### src/rtl/bcd_run_controller.sv
// Start/stop/zero controller for a chain of cascaded BCD counter digits with a prescaled tick.
// Optional lap latch enabled by defining BCD_RUN_CTRL_LAP_EN.
module bcd_run_controller #(
  parameter int unsigned DIGITS   = 4,
  parameter int unsigned PRESCALE = 10
) (
  input  logic                  clk_i,
  input  logic                  clear_ni,
  input  logic                  start_i,
  input  logic                  stop_i,
  input  logic                  zero_i,
  input  logic [4*DIGITS-1:0]   target_i,
`ifdef BCD_RUN_CTRL_LAP_EN
  input  logic                  lap_i,
  output logic [4*DIGITS-1:0]   lap_value_o,
`endif
  output logic [4*DIGITS-1:0]   count_o,
  output logic [DIGITS-1:0]     digit_en_o,
  output logic                  running_o,
  output logic                  done_o,
  output logic                  wrap_o
);

  localparam int unsigned PW = (PRESCALE > 1) ? $clog2(PRESCALE) : 1;
  localparam logic [PW-1:0] PresMax = PW'(PRESCALE - 1);

  typedef enum logic [1:0] {StIdle, StRun, StPause, StDone} state_e;

  state_e                state_q, state_d;
  logic [PW-1:0]         presc_q, presc_d;
  logic [4*DIGITS-1:0]   count_q, count_d;
  logic [DIGITS-1:0]     digit_en_q, digit_en_d;
  logic                  wrap_q, wrap_d;
  logic                  tick;
  logic                  go;

  always_comb begin
    logic                carry;
    logic [3:0]          dig;
    logic [4*DIGITS-1:0] inc;
    logic                hit;

    state_d    = state_q;
    presc_d    = presc_q;
    count_d    = count_q;
    digit_en_d = '0;
    inc        = count_q;
    go         = start_i && !stop_i;
    tick       = (state_q == StRun) && (presc_q == PresMax) && !zero_i;

    // Decimal ripple: each digit is enabled only while every lower digit rolls over.
    carry = tick;
    for (int i = 0; i < DIGITS; i++) begin
      dig                = count_q[4*i +: 4];
      digit_en_d[i]      = carry;
      inc[4*i +: 4]      = carry ? ((dig == 4'd9) ? 4'd0 : dig + 4'd1) : dig;
      carry              = carry && (dig == 4'd9);
    end
    wrap_d = carry;
    hit    = (target_i != '0) && (inc == target_i);

    unique case (state_q)
      StIdle: begin
        if (go) begin
          state_d = StRun;
          presc_d = '0;
        end
      end
      StRun: begin
        count_d = inc;
        presc_d = tick ? '0 : presc_q + 1'b1;
        if (stop_i) begin
          state_d = StPause;
          if (!tick) presc_d = presc_q;
        end
        if (tick && hit) begin
          state_d = StDone;
          presc_d = '0;
        end
      end
      StPause: begin
        if (go) state_d = StRun;
      end
      StDone: begin
        if (go) begin
          state_d = StRun;
          count_d = '0;
          presc_d = '0;
        end
      end
      default: state_d = StIdle;
    endcase

    if (zero_i) begin
      state_d = StIdle;
      count_d = '0;
      presc_d = '0;
    end
  end

  always_ff @(posedge clk_i or negedge clear_ni) begin
    if (!clear_ni) begin
      state_q    <= StIdle;
      presc_q    <= '0;
      count_q    <= '0;
      digit_en_q <= '0;
      wrap_q     <= 1'b0;
    end else begin
      state_q    <= state_d;
      presc_q    <= presc_d;
      count_q    <= count_d;
      digit_en_q <= digit_en_d;
      wrap_q     <= wrap_d;
    end
  end

`ifdef BCD_RUN_CTRL_LAP_EN
  logic [4*DIGITS-1:0] lap_q, lap_d;

  always_comb begin
    lap_d = lap_q;
    if (zero_i) begin
      lap_d = '0;
    end else if (lap_i && (state_q == StRun || state_q == StPause)) begin
      lap_d = count_d;
    end
  end

  always_ff @(posedge clk_i or negedge clear_ni) begin
    if (!clear_ni) lap_q <= '0;
    else           lap_q <= lap_d;
  end

  assign lap_value_o = lap_q;
`endif

  assign count_o    = count_q;
  assign digit_en_o = digit_en_q;
  assign running_o  = (state_q == StRun);
  assign done_o     = (state_q == StDone);
  assign wrap_o     = wrap_q;

endmodule

### config.mk
export PLATFORM = sky130hd
export DESIGN_NAME = bcd_run_controller
export DESIGN_NICKNAME = d
export VERILOG_FILES = /design/src/rtl/bcd_run_controller.sv
export SDC_FILE = /design/constraint.sdc
export NUM_CORES = 1
export LEC_CHECK = 0
export ABC_CLOCK_PERIOD_IN_PS = 7340
export BUFFER_PORTS_ARGS = -buffer_cell sky130_fd_sc_hd__buf_2
export CAP_MARGIN = 15
export CORE_MARGIN = 3
export CORE_UTILIZATION = 60
export DETAILED_ROUTE_END_ITERATION = 16
export PLACE_DENSITY = 0.86
export SLEW_MARGIN = 40
export SYNTH_ARGS = -nofsm -noshare
export SYNTH_HDL_FRONTEND = slang
export SYNTH_SLANG_ARGS = --single-unit
### constraint.sdc
create_clock -name clk_i -period 7.34 [get_ports clk_i]
set_clock_uncertainty 0.05 [all_clocks]
set_input_delay 1.468 -clock clk_i [delete_from_list [all_inputs] [get_ports clk_i]]
set_output_delay 1.468 -clock clk_i [all_outputs]
set_load 0.01 [all_outputs]
# Word-level counts from Yosys, hierarchy flattened
# Cells that the tools add are included.
# word_totals
inputBits,21
elab_cells,67
output_inout_bits,23
regBits,27
# classes
addsub,5
eq_ne,14
reduce_logical,20
n_mux,23
# op_table
cell,count
$mux W4,14
$mux W16,2
$pmux W16 S2,1
$add A4 B1 Y4 const B,5
$eq A4 B4 Y1 const B,5
$eq A16 B16 Y1,1
$reduce_bool A16 Y1,1
$logic_and A1 B1 Y1,9
$mux W2,4
$pmux W4 S2,1
$ne A3 B1 Y1 const B,2
$reduce_bool A3 Y1,2
$ne A5 B3 Y1 const B,1
$eq A2 B2 Y1 const B,2
$ne A4 B3 Y1 const B,1
$pmux W2 S2,1
$reduce_and A2 Y1,2
$ne A3 B2 Y1 const B,1
$reduce_and A3 Y1,1
$reduce_or A3 Y1,1
$eq A2 B1 Y1 const B,1
$logic_not A1 Y1,2
$logic_not A2 Y1,1
$reduce_or A2 Y1,1

# Longest topological paths before layout
# Gate-level depths: netlist of the first run.
# logic_depth
ltp_word,13
ltp_mapped,12
ltp_nobuf,12

# Least setup slack after synthesis of the first run
# No wires, ideal clock.
# synth_path
path_kind,input to register
startpoint,input port zero_i
endpoint,register state_q[0]
slack_ps,3923
n_path_buf,0
t_arrival_ps,3301
required_ps,7224
setup_time_ps,66
cell_stages,10
path_cell_list,nand2b_1 > nor3_4 > nand2_4 > clkinv_4 > mux2i_1 > xnor2_1 > nor4_1 > nand4_1 > o31ai_1 > o31a_1
# synth_via
elab_chain_len,12
elab_cells_between_ends,18
cone_classes,eq/ne (3); mux (7); reduce/logical (8)
# synth_rtl
item,line_no,rtl
from (decl),11,"input logic zero_i,"
$logic_not A1 Y1 *,49,tick = (state_q == StRun) && (presc_q == PresMax) && !zero_i;
$logic_and A1 B1 Y1 *,49,
$logic_and A1 B1 Y1 *,57,carry = carry && (dig == 4'd9);
named net digit_en_d[1],32,"logic [DIGITS-1:0] digit_en_q, digit_en_d;"
$logic_and A1 B1 Y1 *,57,
named net digit_en_d[2],32,
$logic_and A1 B1 Y1,57,
$mux W4,56,inc[4*i +: 4] = carry ? ((dig == 4'd9) ? 4'd0 : dig + 4'd1) : dig;
$eq A16 B16 Y1 *,60,hit = (target_i != '0) && (inc == target_i);
$logic_and A1 B1 Y1 *,60,
$logic_and A1 B1 Y1 *,76,if (tick && hit) begin
$mux W2,76,
$pmux W2 S2,62,unique case (state_q)
$mux W2,94,if (zero_i) begin
to (signal assigned),103,state_q <= StIdle;
to (signal assigned),109,state_q <= state_d;
to (decl),29,"state_e state_q, state_d;"
# The timed path passes the listed nets; every way through them passes the cells marked *.
# A chain may end at the register's enable or synchronous reset.

# Worst setup path after layout of the first run
# Same ends and word-level chain as after synthesis.

==> results by group, run 1 <==
Outcome
  • Status: complete, no violations

Timing
  • Hold Violations, Final: 0
  • Unrepaired setup endpoints after global routing: false
  • Period utilisation layout: 49.9%
  • Slew HR: 56.3%
  • Actual slew at the worst max-slew pin: 654 ps
  • Setup TNS: 0 ps
  • F_max: roughly 270 MHz
  • Slew Viols, Final: 0
  • Final min period: between 3000 and 4000 ps
  • Setup-failing EPs final: 0

Drt
  • Routed WL: around 5.5 mm
  • Via count: around 2.1k
  • 1st-iter DRT viols: roughly 250
  • Post-route ant nets: 0
  • Avg Vias per Cell: between 6 and 7
  • TritonRoute pass-1 iters: 4
  • DRC violation count after routing: 0
  • WL/cell: approximately 16 microns

Finish
  • # nets final: 327
  • Final core occ: 72.6%
  • Area Overhead vs Synth: 12.7%
  • Layout cells sized above 1: roughly 20%
  • Most common cell after layout, fill and taps aside: buf_2
  • # diodes: 0
  • Most frequent cells in the layout: 43 x buf_2, 27 x dfrtp_1, 22 x nand2_1

Critical path
  • Reg2Reg Setup Slack: roughly 4300 ps
  • Worst setup SP type: primary input
  • Worst Path Required: about 7500 ps
  • WS Path Type: in2reg
  • Critical Path AT: approximately 3800 ps
  • Setup crit end kind: register
  • R2R cell count: 11
  • CP max FO: 12
  • Worst r2r dst: state_q[0]$_DFFE_PN0P_
  • Worst R2R Start: state_q[0]$_DFFE_PN0P_

Synthesis
  • Yosys top cell area share: a little under a third
  • Synth Flop Type: dfrtp_1
  • EDFF count, synth: 0
  • Dominant cell type by area after synthesis: dfrtp_1
  • Flops & latches, synth: 27
  • Mapped Area: 2220 sq um
  • Syn Area/Cell: ~8.7 sq um
  • Synth Net Count: 288
  • Yosys cell types: 54
  • Synth area leaders: dfrtp_1 30%, ha_1 7.3%, o21ai_0 4.7%
  • Sequential fraction of the synthesis area: between 30% and 40%
  • Async SR Flop Fraction: 100%
  • Yosys warnings: 0
  • Cell count after synthesis: between 200 and 300

CTS
  • Worst-path clk slew: approximately 100 ps
  • Clock Path Buffers: 2
  • TritonCTS clock tree: yes
  • Num CTS Buffers: 3
  • Htree depth: 1
  • Worst-Skew Late Latency: between 200 and 300 ps
  • Setup Buffers After CTS: 0
  • Hold_buf cts: 0
  • Root Buffer: clkbuf_8
  • CTS sink cnt: 27
  • CTS resizes: 0

Power
  • Pwr dens: roughly 140 nW/um^2
  • Maximum VDD drop: about 0.00010 V
  • Seq pwr share: ~47%
  • Clock Power Share: approximately 25%
  • Switch share: 34.4%
  • Leakage: between 1 and 1.5 nW
  • Gate power share: a little over a quarter
  • P_sw: roughly 0.12 mW
  • P_int: roughly 0.23 mW

Hold path
  • Hold depth: 2
  • Hold EP: presc_q[1]$_DFFE_PN0P_
  • Worst Min Path Start: presc_q[1]$_DFFE_PN0P_
  • Worst hold path class: reg2reg

Global routing
  • Global-route wire length before repair: 8.89 mm
  • Number of global-route vias before repair: between 1.5k and 2k
  • Initial antenna violation count: 0
  • Pin count of the biggest net entering global routing: 28
  • Total grt overflow: 0
  • Total GRT Usage: between 20% and 30%

Die
  • Initial core utilization: between 60% and 70%
  • Chip Height: ~67 microns
  • Core Area: about 3400 sq um
  • Die area: roughly 4500 sq um
  • I/O Pins: between 40 and 50
  • Row count: 21
  • Overall die width: 66.8 microns

Placement
  • PortBufs: 43
  • RD Place Congestion: 0.912
  • HPWL Detailed: between 4 and 5 mm

Run
  • Max cap viols: 0
synth_stat cells, drive strengths merged, types with 2 or more instances:
library cell,number
nand2,23
o32a,2
nor2,19
mux2i,5
inv,12
nor2b,7
clkbuf,5
and3b,6
o41ai,7
dfrtp,27
nand3b,2
and3,2
o211ai,2
a21o,2
nand3,7
o21ai,21
xor2,2
nand4,5
a22o,6
o31ai,8
a21oi,12
ha,13
xnor2,10
nand4b,3
buf,4
o31a,2
nor4,7
nor3,5
nand2b,8
area by class of cell:
| class | count | area [sq um] |
|---|---|---|
| multi-input cells | 205 | 1450 |
| well taps | 46 | 57.6 |
| clock inverters | 1 | 5.00 |
| clock buffers | 3 | 41.3 |
| repair buffers | 43 | 215 |
| flip-flops and latches | 27 | 676 |
| fillers | 286 | 945 |
| inverters | 13 | 53.8 |
power groups by stage:
stage                     clock network (mW)  logic [mW]  registers (mW)
after floorplan                            0      0.0648           0.166
after detailed placement                   0      0.0936           0.168
after global placement                     0      0.0915           0.168
after global routing                  0.0970       0.107           0.167
after CTS                             0.0905      0.0942           0.165
final                                 0.0883      0.0950           0.165
kinds of logic after synthesis:
family	Yosys count	synth area share, %
AOI/OAI and AO/OA	73	23.0
xor gates and xnor gates	12	4.74
adders and majority gates	13	7.34
buffers and inverters	22	4.12
DFF	27	30.5
muxes	6	2.94
and+or+nand+nor	101	27.4
worst max-delay path, stage by stage:
cell	delay (ps)
buf_2	160
nand2b_1	250
nor3_4	490
nand2_4	110
clkinv_4	110
mux2i_1	220
xnor2_1	80
nor4_1	270
nand4_1	200
o31ai_1	300
o31a_1	180
per-layer routing:
layer | vias up | GRT usage (%) | wire length, microns
li1 | 1028 | - | -
met1 | 999 | 34.2 | 2420
met2 | 73 | 44.3 | 2640
met3 | 14 | 4.22 | 328
met4 | 0 | 10.9 | 119
met5 | - | 0 | 0
worst max-delay path by stage:
stage | from | end | slack (ps) | depth (start not counted)
after floorplan | zero_i | state_q[0]$_DFFE_PN0P_ | 3920 | 10
after global placement | zero_i | state_q[0]$_DFFE_PN0P_ | 3550 | 11
after detailed placement | zero_i | state_q[0]$_DFFE_PN0P_ | 3420 | 11
after CTS | zero_i | state_q[0]$_DFFE_PN0P_ | 3700 | 11
after global routing | zero_i | state_q[0]$_DFFE_PN0P_ | 3540 | 11
final | zero_i | state_q[0]$_DFFE_PN0P_ | 3680 | 11
sequential cells by signal, summed over array words and instances (netlist names):
signal,cells
count_o,16
digit_en_o,4
presc_q,4
state_q,2
wrap_o,1
metrics by stage:
step	setup WS (ps)	std cells	hold WS, ps	total power, mW	instance area (sq um)
4_1_cts	3700	338	501	0.350	2500
5_1_grt	3540	338	554	0.371	2500
3_5_place_dp	3420	334	479	0.262	2450
3_3_place_gp	3550	334	464	0.259	2450
6_report	3680	338	503	0.349	2500
2_1_floorplan	3920	254	447	0.230	2220
(Power assumes the default switching activity.)
==> run 2: changes to the inputs <==
--- a/config.mk
+++ b/config.mk
@@ -5,13 +5,14 @@
 export SDC_FILE = /design/constraint.sdc
 export NUM_CORES = 1
 export LEC_CHECK = 0
-export ABC_CLOCK_PERIOD_IN_PS = 7340
+export ABC_AREA = 1
+export ABC_CLOCK_PERIOD_IN_PS = 2950
 export BUFFER_PORTS_ARGS = -buffer_cell sky130_fd_sc_hd__buf_2
 export CAP_MARGIN = 15
 export CORE_MARGIN = 3
-export CORE_UTILIZATION = 60
+export CORE_UTILIZATION = 50
 export DETAILED_ROUTE_END_ITERATION = 16
-export PLACE_DENSITY = 0.86
+export PLACE_DENSITY = 0.76
 export SLEW_MARGIN = 40
 export SYNTH_ARGS = -nofsm -noshare
 export SYNTH_HDL_FRONTEND = slang
==> constraint.sdc (replaced) <==
create_clock -name clk_i -period 2.95 [get_ports clk_i]
set_clock_uncertainty 0.05 [all_clocks]
set_input_delay 0.59 -clock clk_i [delete_from_list [all_inputs] [get_ports clk_i]]
set_output_delay 0.59 -clock clk_i [all_outputs]
set_load 0.01 [all_outputs]
==> run 2 against run 1 <==
- combinational power rose to 3.1 times the previous value
- clock power rose to 2.6 times the previous value
- core utilization down 12 points
- cell count up 21%
- die area up 17%
- hold slack worse by 230 ps
- critical path depth up 5
- wire length down 6.7%
- design area up 0.50%
- clock-buffer cell count unchanged
- register-to-register slack worse by 3800 ps
- sequential share of layout area down 0.13 points
- critical path type is now reg2reg
- critical endpoint unchanged
- largest power group unchanged
==> results by group, run 2 <==
Outcome
  • Status: complete, no violations

Synthesis
  • Mux cell area share after synthesis: 0% (-2.9 points)
  • Async SR Flop Fraction: 100% (unchanged)
  • Xor-xnor portion of the synthesized cell area: 1.60% (-3.1 points)
  • Simple-gate share of the synthesized area: 42.2% (+15 points)
  • Yosys warnings: 0 (unchanged)
  • Synth Area in Compound Gates: 8.68% (-14 points)
  • Yosys top cell area share: 30.8% (+0.35 points)
  • Cell count after synthesis: 314 (+24%)
  • Count leader, synth: nand2_1
  • Yosys cell types: 30 (-44%)
  • Flops & latches, synth: 27 (unchanged)
  • Dominant cell type by area after synthesis: dfrtp_1
  • Largest family of logic cells by synthesized area: simple AND/OR/NAND/NOR gates
  • Synth Area in Adders: 7.42% (+0.084 points)
  • Syn Area/Cell: 6.98 sq um (-20%)
  • EDFF count, synth: 0 (unchanged)
  • Sequential fraction of the synthesis area: 30.8% (+0.35 points)
  • Synth Net Count: 348 (+21%)
  • Mapped Area: 2190 sq um (-1.1%)
  • Synth top cells by count: 91 x nand2_1, 45 x inv_1, 38 x nand3_1
  • Synth area leaders: dfrtp_1 31%, nand2_1 16%, nand3_1 8.7%
  • Synth Flop Type: dfrtp_1

Die
  • Chip Height: 72.2 microns (+8.1%)
  • I/O Pins: 44 (unchanged)
  • Row count: 23 (+9.5%)
  • Overall die width: 72.2 microns (+8.1%)
  • Core Area: 4120 sq um (+20%)
  • Initial core utilization: 53.2% (-11 points)
  • Die area: 5210 sq um (+17%)

Global routing
  • Global-route wire length before repair: 8.91 mm (+0.30%)
  • Number of global-route vias before repair: 2042 (+7.3%)
  • Pin count of the biggest net entering global routing: 28 (unchanged)
  • Total grt overflow: 0 (unchanged)
  • Total GRT Usage: 21.2% (-5.5 points)
  • Initial antenna violation count: 0 (unchanged)

Critical path
  • CP max FO: 7 (-5)
  • Critical path's slowest cell: dfrtp_1
  • Setup crit end kind: register
  • Critical Path AT: 2580 ps (-1260 ps)
  • CP Cell Sequence: ha_1, nand2_2, nor3_4, nand3_2, nand2_2, nand2_1, nand2_1, nand2_1, nor2_1, nand2_1, nor2_2, nand3_2, nand2_2, nand2_2, nand2_1, nand2_1
  • WS Path Type: reg2reg
  • Worst Path Required: 3080 ps (-4440 ps)
  • Worst setup SP type: register
  • Worst path most repeated cell: nand2_1
  • Critical Path Max Stage Delay: 460 ps (-30 ps)

CTS
  • TritonCTS clock tree: yes
  • Setup Buffers After CTS: 0 (unchanged)
  • Worst-Skew Late Latency: 280 ps (about the same)
  • Num CTS Buffers: 3 (unchanged)
  • Root Buffer: clkbuf_8
  • Hold_buf cts: 0 (unchanged)
  • Worst-path clk slew: 100 ps (about the same)
  • CTS resizes: 0 (unchanged)
  • Htree depth: 1 (unchanged)
  • CTS sink cnt: 27 (unchanged)
  • Clock Path Buffers: 2 (unchanged)

Finish
  • Most common cell after layout, fill and taps aside: nand2_1
  • Most frequent cells in the layout: 91 x nand2_1, 45 x inv_1, 43 x buf_2
  • Total area of sequential cells: 676 sq um (unchanged)
  • Area Overhead vs Synth: 14.6%
  • # diodes: 0 (unchanged)
  • Max reg flops: 16 (unchanged)
  • Multi-input gate area: 1310 sq um (-9.4%)
  • Layout filler cell count: 373 (+30%)
  • Layout cells sized above 1: 22.0% (+1.8 points)
  • # nets final: 394 (+20%)

Timing
  • Period utilisation layout: between 80% and 90%
  • Slew Viols, Final: 0 (unchanged)
  • Setup-failing EPs final: 0 (unchanged)
  • Setup TNS: 0 ps (unchanged)
  • Actual slew at the worst max-slew pin: 674 ps (+19.7 ps)
  • Unrepaired setup endpoints after global routing: false
  • F_max: between 400 and 500 MHz
  • Final min period: between 2000 and 2500 ps
  • Worst setup margin: 505 ps (-3170 ps)
  • Hold Violations, Final: 0 (unchanged)
  • Slew HR: 54.9% (-1.3 points)

Placement
  • HPWL Detailed: 3.96 mm (-4.4%)
  • PortBufs: 43 (unchanged)
  • Pre-CTS setup slack: 520 ps (-2900 ps)
  • RD Place Congestion: 0.847 (-7.1%)

Drt
  • Via count: 2135 (+0.99%)
  • 1st-iter DRT viols: 88 (-64%)
  • Routed WL: 5.15 mm (-6.7%)
  • DRC violation count after routing: 0 (unchanged)
  • TritonRoute pass-1 iters: 4 (unchanged)
  • WL/cell: 12.6 microns (-23%)
  • Post-route ant nets: 0 (unchanged)
  • Avg Vias per Cell: 5.22 (-17%)

Power
  • Pwr dens: 377 nW/um^2 (+170%)
  • Leakage: 1.41 nW (+13%)
  • Maximum VDD drop: 0.000230 V (+120%)

Hold path
  • Worst hold path class: in2async

Run
  • Max cap viols: 0 (unchanged)
[run 2: final cells by class]
type | count | area share, %
repair buffers | 43 | 8.57
inverters | 52 | 7.78
clock buffers | 3 | 1.65
multi-input cells | 233 | 52.3
clock inverters | 1 | 0.299
flip-flops and latches | 27 | 26.9
well taps | 50 | 2.49
[run 2: metrics by stage]
| stage | util, % | total power [mW] | hold slack (ps) | cell area [sq um] | cells |
|---|---|---|---|---|---|
| 2_1_floorplan | - | 0.641 | 244 | 2190 | 314 |
| 3_3_place_gp | 59.8 | 0.724 | 442 | 2460 | 405 |
| 3_5_place_dp | 59.8 | 0.726 | 440 | 2460 | 405 |
| 4_1_cts | 61.0 | 0.957 | 281 | 2510 | 409 |
| 5_1_grt | 61.0 | 1.02 | 297 | 2510 | 409 |
| 6_report | 61.0 | 0.946 | 268 | 2510 | 409 |
[run 2: worst paths after layout]
path	cells after the start	endpoint	slack, ps	from
min in group clk_i	2	state_q[1]$_DFFE_PN0P_	460	state_q[1]$_DFFE_PN0P_
hold reg to reg	2	state_q[1]$_DFFE_PN0P_	460	state_q[1]$_DFFE_PN0P_
setup reg to reg	16	state_q[0]$_DFFE_PN0P_	500	state_q[0]$_DFFE_PN0P_
hold / removal	1	count_o[5]$_DFFE_PN0P_	270	clear_ni
setup / recovery	16	state_q[0]$_DFFE_PN0P_	500	state_q[0]$_DFFE_PN0P_
max in group asynchronous	1	count_o[9]$_DFFE_PN0P_	2170	clear_ni
[run 2: critical path, delay by kind of cell (launching register included)]
family / cells / cell delay (ps)
adders and majority gates: 1 / 260
DFF: 1 / 460
and+or+nand+nor: 15 / 1560
[run 2: report_power, final]
group / total, mW / switching (mW) / internal, mW
clock network: 0.226 / 0.129 / 0.0962
logic: 0.293 / 0.193 / 0.0991
registers: 0.428 / 0.0315 / 0.396
[run 2: kinds of logic (layout without fill, tap and decap cells)]
group | count (synthesis) | in the layout
adder cells (fa/ha/maj) | 13 | 13
XOR/XNOR | 4 | 4
AO/OA/AOI/OAI | 31 | 31
AND/OR/NAND/NOR | 185 | 185
flip-flops | 27 | 27
buffers and inverters | 54 | 99
[run 2: per-layer routing]
layer | vias up | routed length [microns] | GRT usage (%)
met5 | - | 0 | 0
met1 | 950 | 2450 | 29.6
met2 | 64 | 2380 | 34.2
met4 | 0 | 56 | 6.26
li1 | 1115 | - | -
met3 | 6 | 257 | 2.63
